### config.mk
export PLATFORM = sky130hd
export DESIGN_NAME = multicycle_controller_flat
export DESIGN_NICKNAME = d
export VERILOG_FILES = /design/src/rtl/mips_pkg.sv /design/src/rtl/multicycle_controller_if.sv /design/src/rtl/mc_control_rom.sv /design/src/rtl/multicycle_controller.sv /design/src/flat_wrapper.sv
export SDC_FILE = /design/constraint.sdc
export NUM_CORES = 1
export LEC_CHECK = 0
export BUFFER_PORTS_ARGS = -buffer_cell sky130_fd_sc_hd__buf_2
export CORE_AREA = 3 3 40 42
export CTS_CLUSTER_DIAMETER = 40
export DETAILED_ROUTE_END_ITERATION = 16
export DIE_AREA = 0 0 43 45
export PLACE_DENSITY = 0.81
export SETUP_SLACK_MARGIN = 0.4
export SYNTH_ARGS = -nofsm -noshare
export SYNTH_HDL_FRONTEND = slang
export SYNTH_SLANG_ARGS = --single-unit
export TNS_END_PERCENT = 20
### constraint.sdc
create_clock -name clk -period 1.8 [get_ports clk]
set_input_delay 0.36 -clock clk [delete_from_list [all_inputs] [get_ports clk]]
set_output_delay 0.36 -clock clk [all_outputs]
set_load 0.005 [all_outputs]
### src/rtl/mips_pkg.sv
// Shared definitions for the multicycle MIPS controller: state codes, opcodes,
// control-field encodings and the control word produced for each state.
package mips_pkg;

    typedef enum logic [3:0] {
        S_FETCH   = 4'd0,
        S_DECODE  = 4'd1,
        S_MEMADR  = 4'd2,
        S_MEMRD   = 4'd3,
        S_MEMWB   = 4'd4,
        S_MEMWR   = 4'd5,
        S_EXECUTE = 4'd6,
        S_ALUWB   = 4'd7,
        S_BRANCH  = 4'd8,
        S_ADDIEX  = 4'd9,
        S_ADDIWB  = 4'd10,
        S_JUMP    = 4'd11
    } state_t;

    localparam logic [5:0] OP_RTYPE = 6'b000000;
    localparam logic [5:0] OP_LW    = 6'b100011;
    localparam logic [5:0] OP_SW    = 6'b101011;
    localparam logic [5:0] OP_BEQ   = 6'b000100;
    localparam logic [5:0] OP_ADDI  = 6'b001000;
    localparam logic [5:0] OP_J     = 6'b000010;

    localparam logic [1:0] ALUOP_ADD   = 2'b00;
    localparam logic [1:0] ALUOP_SUB   = 2'b01;
    localparam logic [1:0] ALUOP_FUNCT = 2'b10;

    localparam logic [1:0] SRCB_RT    = 2'b00;
    localparam logic [1:0] SRCB_FOUR  = 2'b01;
    localparam logic [1:0] SRCB_IMM   = 2'b10;
    localparam logic [1:0] SRCB_IMMSH = 2'b11;

    localparam logic [1:0] PCSRC_ALU    = 2'b00;
    localparam logic [1:0] PCSRC_ALUOUT = 2'b01;
    localparam logic [1:0] PCSRC_JUMP   = 2'b10;

    // pc_write and branch are internal; they combine with zero into PCEn at the top
    typedef struct packed {
        logic       iord;
        logic       mem_write;
        logic       ir_write;
        logic       reg_dst;
        logic       mem_to_reg;
        logic       reg_write;
        logic       alu_src_a;
        logic [1:0] alu_src_b;
        logic [1:0] alu_op;
        logic [1:0] pc_src;
        logic       pc_write;
        logic       branch;
        logic       instr_done;
    } ctrl_t;

endpackage

### src/rtl/multicycle_controller_if.sv
// Controller <-> datapath signal bundle. The controller is the master: it
// receives Opcode/zero and drives every select, enable and status output.
interface multicycle_controller_if;
    logic [5:0] Opcode;
    logic       zero;
    logic       IorD;
    logic       MemWrite;
    logic       IRWrite;
    logic       RegDst;
    logic       MemtoReg;
    logic       RegWrite;
    logic       ALUSrcA;
    logic [1:0] ALUSrcB;
    logic [1:0] ALUOp;
    logic [1:0] PCSrc;
    logic       PCEn;
    logic       instr_done;
    logic       illegal_op;
    logic [3:0] state;

    modport master (
        input  Opcode, zero,
        output IorD, MemWrite, IRWrite, RegDst, MemtoReg, RegWrite, ALUSrcA,
               ALUSrcB, ALUOp, PCSrc, PCEn, instr_done, illegal_op, state
    );

    modport slave (
        output Opcode, zero,
        input  IorD, MemWrite, IRWrite, RegDst, MemtoReg, RegWrite, ALUSrcA,
               ALUSrcB, ALUOp, PCSrc, PCEn, instr_done, illegal_op, state
    );
endinterface

### src/rtl/mc_control_rom.sv
// Combinational control store: maps the current state to its control word.
// Unreachable codes fall to the all-zero word.
module mc_control_rom
    import mips_pkg::*;
(
    input  state_t state,
    output ctrl_t  ctrl
);

    always_comb begin
        ctrl           = '0;
        ctrl.alu_src_b = SRCB_RT;
        ctrl.alu_op    = ALUOP_ADD;
        ctrl.pc_src    = PCSRC_ALU;
        case (state)
            S_FETCH: begin
                ctrl.ir_write  = 1'b1;
                ctrl.pc_write  = 1'b1;
                ctrl.alu_src_b = SRCB_FOUR;
            end
            S_DECODE: ctrl.alu_src_b = SRCB_IMMSH;
            S_MEMADR, S_ADDIEX: begin
                ctrl.alu_src_a = 1'b1;
                ctrl.alu_src_b = SRCB_IMM;
            end
            S_MEMRD: ctrl.iord = 1'b1;
            S_MEMWR: begin
                ctrl.iord       = 1'b1;
                ctrl.mem_write  = 1'b1;
                ctrl.instr_done = 1'b1;
            end
            S_MEMWB: begin
                ctrl.mem_to_reg = 1'b1;
                ctrl.reg_write  = 1'b1;
                ctrl.instr_done = 1'b1;
            end
            S_EXECUTE: begin
                ctrl.alu_src_a = 1'b1;
                ctrl.alu_op    = ALUOP_FUNCT;
            end
            S_ALUWB: begin
                ctrl.reg_dst    = 1'b1;
                ctrl.reg_write  = 1'b1;
                ctrl.instr_done = 1'b1;
            end
            S_ADDIWB: begin
                ctrl.reg_write  = 1'b1;
                ctrl.instr_done = 1'b1;
            end
            S_BRANCH: begin
                ctrl.alu_src_a  = 1'b1;
                ctrl.alu_op     = ALUOP_SUB;
                ctrl.pc_src     = PCSRC_ALUOUT;
                ctrl.branch     = 1'b1;
                ctrl.instr_done = 1'b1;
            end
            S_JUMP: begin
                ctrl.pc_src     = PCSRC_JUMP;
                ctrl.pc_write   = 1'b1;
                ctrl.instr_done = 1'b1;
            end
            default: ctrl = '0;
        endcase
    end

endmodule

### src/rtl/multicycle_controller.sv
// Moore FSM sequencing the shared-memory multicycle MIPS datapath: state
// register, next-state decode, PCEn, reset gating of outputs and sticky illegal_op.
module multicycle_controller
    import mips_pkg::*;
(
    input  logic                    clk,
    input  logic                    Reset,
    multicycle_controller_if.master bus
);

    state_t state_q, state_d;
    logic   illegal_op_q, illegal_op_d;
    ctrl_t  ctrl;
    ctrl_t  ctrl_g;

    mc_control_rom u_rom (
        .state (state_q),
        .ctrl  (ctrl)
    );

    always_ff @(posedge clk or posedge Reset) begin
        if (Reset) begin
            state_q      <= S_FETCH;
            illegal_op_q <= 1'b0;
        end else begin
            state_q      <= state_d;
            illegal_op_q <= illegal_op_d;
        end
    end

    always_comb begin
        state_d      = S_FETCH;
        illegal_op_d = illegal_op_q;
        case (state_q)
            S_FETCH:  state_d = S_DECODE;
            S_DECODE: begin
                case (bus.Opcode)
                    OP_LW, OP_SW: state_d = S_MEMADR;
                    OP_RTYPE:     state_d = S_EXECUTE;
                    OP_BEQ:       state_d = S_BRANCH;
                    OP_ADDI:      state_d = S_ADDIEX;
                    OP_J:         state_d = S_JUMP;
                    default: begin
                        state_d      = S_FETCH;
                        illegal_op_d = 1'b1;
                    end
                endcase
            end
            // The IR holds the opcode, so it is still valid one state after DECODE
            S_MEMADR:  state_d = (bus.Opcode == OP_SW) ? S_MEMWR : S_MEMRD;
            S_MEMRD:   state_d = S_MEMWB;
            S_EXECUTE: state_d = S_ALUWB;
            S_ADDIEX:  state_d = S_ADDIWB;
            default:   state_d = S_FETCH;
        endcase
    end

    // Reset masks the FETCH word so no enable reaches the datapath while held
    assign ctrl_g = Reset ? ctrl_t'('0) : ctrl;

    assign bus.IorD       = ctrl_g.iord;
    assign bus.MemWrite   = ctrl_g.mem_write;
    assign bus.IRWrite    = ctrl_g.ir_write;
    assign bus.RegDst     = ctrl_g.reg_dst;
    assign bus.MemtoReg   = ctrl_g.mem_to_reg;
    assign bus.RegWrite   = ctrl_g.reg_write;
    assign bus.ALUSrcA    = ctrl_g.alu_src_a;
    assign bus.ALUSrcB    = ctrl_g.alu_src_b;
    assign bus.ALUOp      = ctrl_g.alu_op;
    assign bus.PCSrc      = ctrl_g.pc_src;
    assign bus.PCEn       = ctrl_g.pc_write | (ctrl_g.branch & bus.zero);
    assign bus.instr_done = ctrl_g.instr_done;
    assign bus.illegal_op = illegal_op_q & ~Reset;
    assign bus.state      = state_q;

endmodule
### src/flat_wrapper.sv
// flat-port wrapper written by rule: the top's interface ports become plain ports
module multicycle_controller_flat import mips_pkg::*;
  (clk, Reset, bus_Opcode, bus_zero, bus_IorD, bus_MemWrite, bus_IRWrite, bus_RegDst, bus_MemtoReg, bus_RegWrite, bus_ALUSrcA, bus_ALUSrcB, bus_ALUOp, bus_PCSrc, bus_PCEn, bus_instr_done, bus_illegal_op, bus_state);
  multicycle_controller_if bus_i ();
  input  logic clk;
  input  logic Reset;
  input wire logic [$bits(bus_i.Opcode)-1:0] bus_Opcode;
  input wire logic [$bits(bus_i.zero)-1:0] bus_zero;
  output wire logic [$bits(bus_i.IorD)-1:0] bus_IorD;
  output wire logic [$bits(bus_i.MemWrite)-1:0] bus_MemWrite;
  output wire logic [$bits(bus_i.IRWrite)-1:0] bus_IRWrite;
  output wire logic [$bits(bus_i.RegDst)-1:0] bus_RegDst;
  output wire logic [$bits(bus_i.MemtoReg)-1:0] bus_MemtoReg;
  output wire logic [$bits(bus_i.RegWrite)-1:0] bus_RegWrite;
  output wire logic [$bits(bus_i.ALUSrcA)-1:0] bus_ALUSrcA;
  output wire logic [$bits(bus_i.ALUSrcB)-1:0] bus_ALUSrcB;
  output wire logic [$bits(bus_i.ALUOp)-1:0] bus_ALUOp;
  output wire logic [$bits(bus_i.PCSrc)-1:0] bus_PCSrc;
  output wire logic [$bits(bus_i.PCEn)-1:0] bus_PCEn;
  output wire logic [$bits(bus_i.instr_done)-1:0] bus_instr_done;
  output wire logic [$bits(bus_i.illegal_op)-1:0] bus_illegal_op;
  output wire logic [$bits(bus_i.state)-1:0] bus_state;
  assign bus_i.Opcode = bus_Opcode;
  assign bus_i.zero = bus_zero;
  assign bus_IorD = bus_i.IorD;
  assign bus_MemWrite = bus_i.MemWrite;
  assign bus_IRWrite = bus_i.IRWrite;
  assign bus_RegDst = bus_i.RegDst;
  assign bus_MemtoReg = bus_i.MemtoReg;
  assign bus_RegWrite = bus_i.RegWrite;
  assign bus_ALUSrcA = bus_i.ALUSrcA;
  assign bus_ALUSrcB = bus_i.ALUSrcB;
  assign bus_ALUOp = bus_i.ALUOp;
  assign bus_PCSrc = bus_i.PCSrc;
  assign bus_PCEn = bus_i.PCEn;
  assign bus_instr_done = bus_i.instr_done;
  assign bus_illegal_op = bus_i.illegal_op;
  assign bus_state = bus_i.state;
  multicycle_controller u_core (.clk(clk), .Reset(Reset), .bus(bus_i));
endmodule
; After elaboration in Yosys (flattened, before gate mapping)
; Cells that the tools add are included.
; Widths: inputs -> output; s select.
[word_totals]
wordCells = 51
reg_bits = 5
output_inout_bits = 20
[classes]
n_eq_ne = 16
bitwise = 5
n_mux = 17
reduce_logical = 11
[op_table]
columns = op, n
row1 = $pmux 4 s6, 1
row2 = $pmux 4 s5, 1
row3 = $eq 4x3->1 const B, 4
row4 = $eq 4x4->1 const B, 4
row5 = $mux 16, 1
row6 = $eq 6x6->1 const B, 2
row7 = $reduce_or 6->1, 2
row8 = $mux 1, 10
row9 = $eq 4x2->1 const B, 2
row10 = $pmux 2 s2, 2
row11 = $reduce_or 2->1, 4
row12 = $eq 6x2->1 const B, 1
row13 = $eq 6x3->1 const B, 1
row14 = $eq 6x4->1 const B, 1
row15 = $logic_not 6->1, 1
row16 = $pmux 2 s3, 1
row17 = $eq 4x1->1 const B, 1
row18 = $logic_not 4->1, 1
row19 = $reduce_or 4->1, 1
row20 = $mux 3, 1
row21 = $reduce_or 3->1, 1
row22 = $and 1x1->1, 2
row23 = $not 1->1, 2
row24 = $reduce_and 2->1, 1
row25 = $or 1x1->1, 1

; Logic depth before layout (Yosys ltp)
[logic_depth]
ltp_word = 6
mapped_depth = 4
mapped_depth_nobuf = 3

; Modules after synthesis
; From an unflattened synthesis, not the netlist that was laid out.
[unflattened]
cells_unflattened = 84
hier_area_um2 = 596.8
[modules_own_cells]
columns = module, cells_per_inst, area_per_inst_um2, instances
row1 = multicycle_controller, 53, 414.1, 1
row2 = mc_control_rom, 31, 182.7, 1

; Least setup slack after synthesis
; Ideal clock, no wire load.
[synth_path]
path_kind = register to output
start = register u_core.state_q[0], in the netlist u_core.bus.state[0]
end = output bus_ALUSrcA
stages_incl_launch_ff = 5
setup_slack_ns = 0.293
n_path_buf = 1
arrival_time_ns = 1.147
cell_sequence = dfrtp_1 buf_2 or3b_1 a21boi_1 nor2_1
[synth_via]
elab_chain_len = 4
[synth_rtl]
columns = element, line
row1 = start: declaration, multicycle_controller.sv:11  ; state_t state_q, state_d;
row2 = start signal: assignment, multicycle_controller.sv:26  ; state_q <= state_d;
row3 = "$eq 4x4->1, or another cell as far along", mc_control_rom.sv:15  ; case (state)
row4 = $reduce_or 4->1 (no line) *, -
row5 = $mux 1 *, mc_control_rom.sv:15
row6 = $mux 16 *, multicycle_controller.sv:59  ; assign ctrl_g = Reset ? ctrl_t'('0) : ctrl;
row7 = end: declaration, flat_wrapper.sv:15  ; output wire logic [$bits(bus_i.ALUSrcA)-1:0] bus_ALUSrcA;
; Mark *: on every way between the ends. The rest lies on a longest branch, timed or not.

; Worst setup path after layout
[layout_path]
start = register u_core.state_q[3], in the netlist u_core.bus.state[3]
end = output bus_ALUSrcB[0]
[layout_via]
elab_chain_len = 4
[layout_rtl]
columns = element, line
row1 = $eq 4x2->1 / $eq 4x4->1 (equally long branches), mc_control_rom.sv:15
row2 = $reduce_or 2->1, mc_control_rom.sv:15
row3 = $pmux 2 s3 *, mc_control_rom.sv:15
row4 = $mux 16 *, multicycle_controller.sv:59
row5 = end: declaration, flat_wrapper.sv:16  ; output wire logic [$bits(bus_i.ALUSrcB)-1:0] bus_ALUSrcB;
; Marked as above.

==> impl_metrics.ini <==
[outcome]
status = complete, but fails checks
violations = negative setup slack

[grt]
grt_usage = 0.203
grt_pass1_wl_um = 2960
grt_max_degree = 12
grt_pass1_vias = 670
grt_overflow = 0
antenna_found_initial = 0

[critical_path]
worstPathRequired_ns = 1.44
path_class = register to output pin
r2r-end = u_core.bus.state[2]$_DFF_PP0_
crit_fanout = 7
critical_path.endpoint = bus_ALUSrcB[0]
cp-startpoint = u_core.bus.state[3]$_DFF_PP0_
endpoint_kind = output pin
timing.rr.start = u_core.bus.state[3]$_DFF_PP0_
reg2reg_depth = 4
cp.arrival_ns = 1.49
cp-start-kind = register
rrSetupSlack_ns = 0.44

[sta]
fmax_mhz = 540
fin_skew_ns = 0.00117
finalHoldViolations = 0
timing.final.crit_share = 1.03
maxSlewViolCount = 0
fin_ws_ns = -0.0529
grt_setup_unrepaired = yes
finalCriticalPeriod_ns = 1.85
final-setup-viol-count = 2
relSlewSlack = 0.753
worst_pin_slew_ns = 0.370

[place]
post-place-ws_ns = 0.134
place.gp.congestion = 0.863
numPortBuffers = 28
hpwl_um = 1350

[clock_tree]
path_clk_slew_ns = 0.05
cts_root_buf = clkbuf_4
cts.sinks = 5
worst_skew_pair.late_latency_ns = 0.25
cts_tree = yes
clock_path_buffers = 2
cts_hold_buf = 0
cts_buffers = 3
cts_max_level = 1

[logic_synthesis]
syn_avg_cell_area_um2 = 7.34
synth_area_leader_cell = dfrtp_1
synth_top_area_frac = 0.230
async_reset_ff_frac = 1.00
synth_area_um2 = 543
synth.distinct_cells = 39
synthCells = 74
synth_flop_cell = dfrtp_1
synth_nets = 83
synth.most_common_cell = nor2_1
ys_seq_elements = 5
synthTopCellsByArea = dfrtp_1 (23%), nor2_1 (8.3%), nand3_1 (5.5%)
synthTopCellsByCount = nor2_1 (12), nand3_1 (6), dfrtp_1 (5)
synth_edf_count = 0
yosysWarnings = 0
ys_seq_area_frac = 0.230

[drt]
drtIter0Drc = 19
routed-via-count = 735
wl_um = 1910
drc = 0
wire_per_inst_um = 14.6
first_pass_iters = 4
viasPerCell = 5.61
antenna_left = 0

[run]
maxCapViolations = 0

[pwr]
p_per_area_mw_per_mm2 = 1130
leakagePower_nw = 0.424
p_total_uw = 995
vdd_drop_max_uv = 526

[final_layout]
fill_cells = 110
num_antenna_cells = 0
layout.nets = 126
area_growth_pct = 61.8
multi_input_area_um2 = 428
seq_area_um2 = 130
drive_above_1_share = 0.552

[die]
start_util = 0.423
die_x_um = 43
num_rows = 13
core_mm2 = 0.00128
io_pins = 29
die_area_mm2 = 0.00194
die_h_um = 45

[worst_hold_path]
worstHoldPathType = primary input to asynchronous set/reset pin
[what timing repair did]
action	in CTS	in global routing
buffers inserted	8	1
gates resized for setup	11	6
endpoints found under the setup margin	15	17
pin swaps	5	1
[worst max-delay path, cell delays in order (launching register included)]
cell and delay [ns]:
dfrtp_2 0.46, buf_4 0.16, buf_4 0.14, nor4_1 0.30
buf_2 0.19
[sequential cells by signal, summed over array words and instances (netlist names)]
name / flops
u_core.illegal_op_q: 1
u_core.bus.state: 4
[per-layer routing]
| layer | GRT usage | wire [um] | up-vias |
|---|---|---|---|
| met5 | 0 | 0 | - |
| met4 | 0.0964 | 30 | 0 |
| li1 | - | - | 354 |
| met3 | 0.0279 | 114 | 4 |
| met2 | 0.368 | 1030 | 37 |
| met1 | 0.236 | 738 | 340 |
[placed cells by master, fill, tap and decap left out, types with 2 or more instances in the layout]
master,synthesis,final
xor2_1,2,2
buf_4,0,12
nand2b_4,0,3
inv_2,1,2
nor2b_1,2,2
o221ai_1,2,2
buf_2,4,28
nand3_1,6,6
dfrtp_2,0,4
clkbuf_4,0,3
nor2_1,12,12
a21oi_2,0,2
or3_4,1,2
nor3_1,3,2
buf_6,0,3
nand2_1,3,2
nor3_2,1,2
[cells by family (layout without fill, tap and decap cells)]
| family | after synthesis | in the layout | synth area share |
|---|---|---|---|
| buf+inv | 8 | 50 | 0.0645 |
| compound gates | 14 | 14 | 0.184 |
| simple gates | 44 | 44 | 0.472 |
| xor+xnor | 3 | 3 | 0.0484 |
| flops | 5 | 5 | 0.230 |
[how the worst min path moves through the flow]
stage	slack, ns	cells after the start	to
6_report	0.14	2	u_core.illegal_op_q$_DFFE_PP0P_
5_1_grt	0.17	2	u_core.illegal_op_q$_DFFE_PP0P_
4_1_cts	0.15	2	u_core.illegal_op_q$_DFFE_PP0P_
3_5_place_dp	0.40	2	u_core.illegal_op_q$_DFFE_PP0P_
3_3_place_gp	0.39	2	u_core.illegal_op_q$_DFFE_PP0P_
2_1_floorplan	0.36	2	u_core.bus.state[0]$_DFF_PP0_
[where the power goes]
| group | internal [mW] | switching (mW) |
|---|---|---|
| clock network | 0.0844 | 0.0554 |
| registers | 0.144 | 0.0571 |
| logic | 0.364 | 0.291 |
[per-stage QoR]
step / util / setup TNS, ns / cells / hold WS [ns] / cell area, um2
2_1_floorplan: - / 0 / 74 / 0.363 / 549
3_3_place_gp: 0.563 / 0 / 118 / 0.387 / 723
3_5_place_dp: 0.563 / 0 / 118 / 0.396 / 723
4_1_cts: 0.663 / 0 / 130 / 0.148 / 852
5_1_grt: 0.684 / -0.331 / 131 / 0.168 / 878
6_report: 0.684 / -0.0645 / 131 / 0.142 / 878
[cell type report]
class / instances / share of cell area
timing repair buffer: 43 / 0.301
sequential: 5 / 0.148
inverter: 3 / 0.0128
tap: 15 / 0.0214
multi-input combinational: 61 / 0.487
clock buffer: 4 / 0.0299
Note: power is estimated with default switching activity, not from simulation.
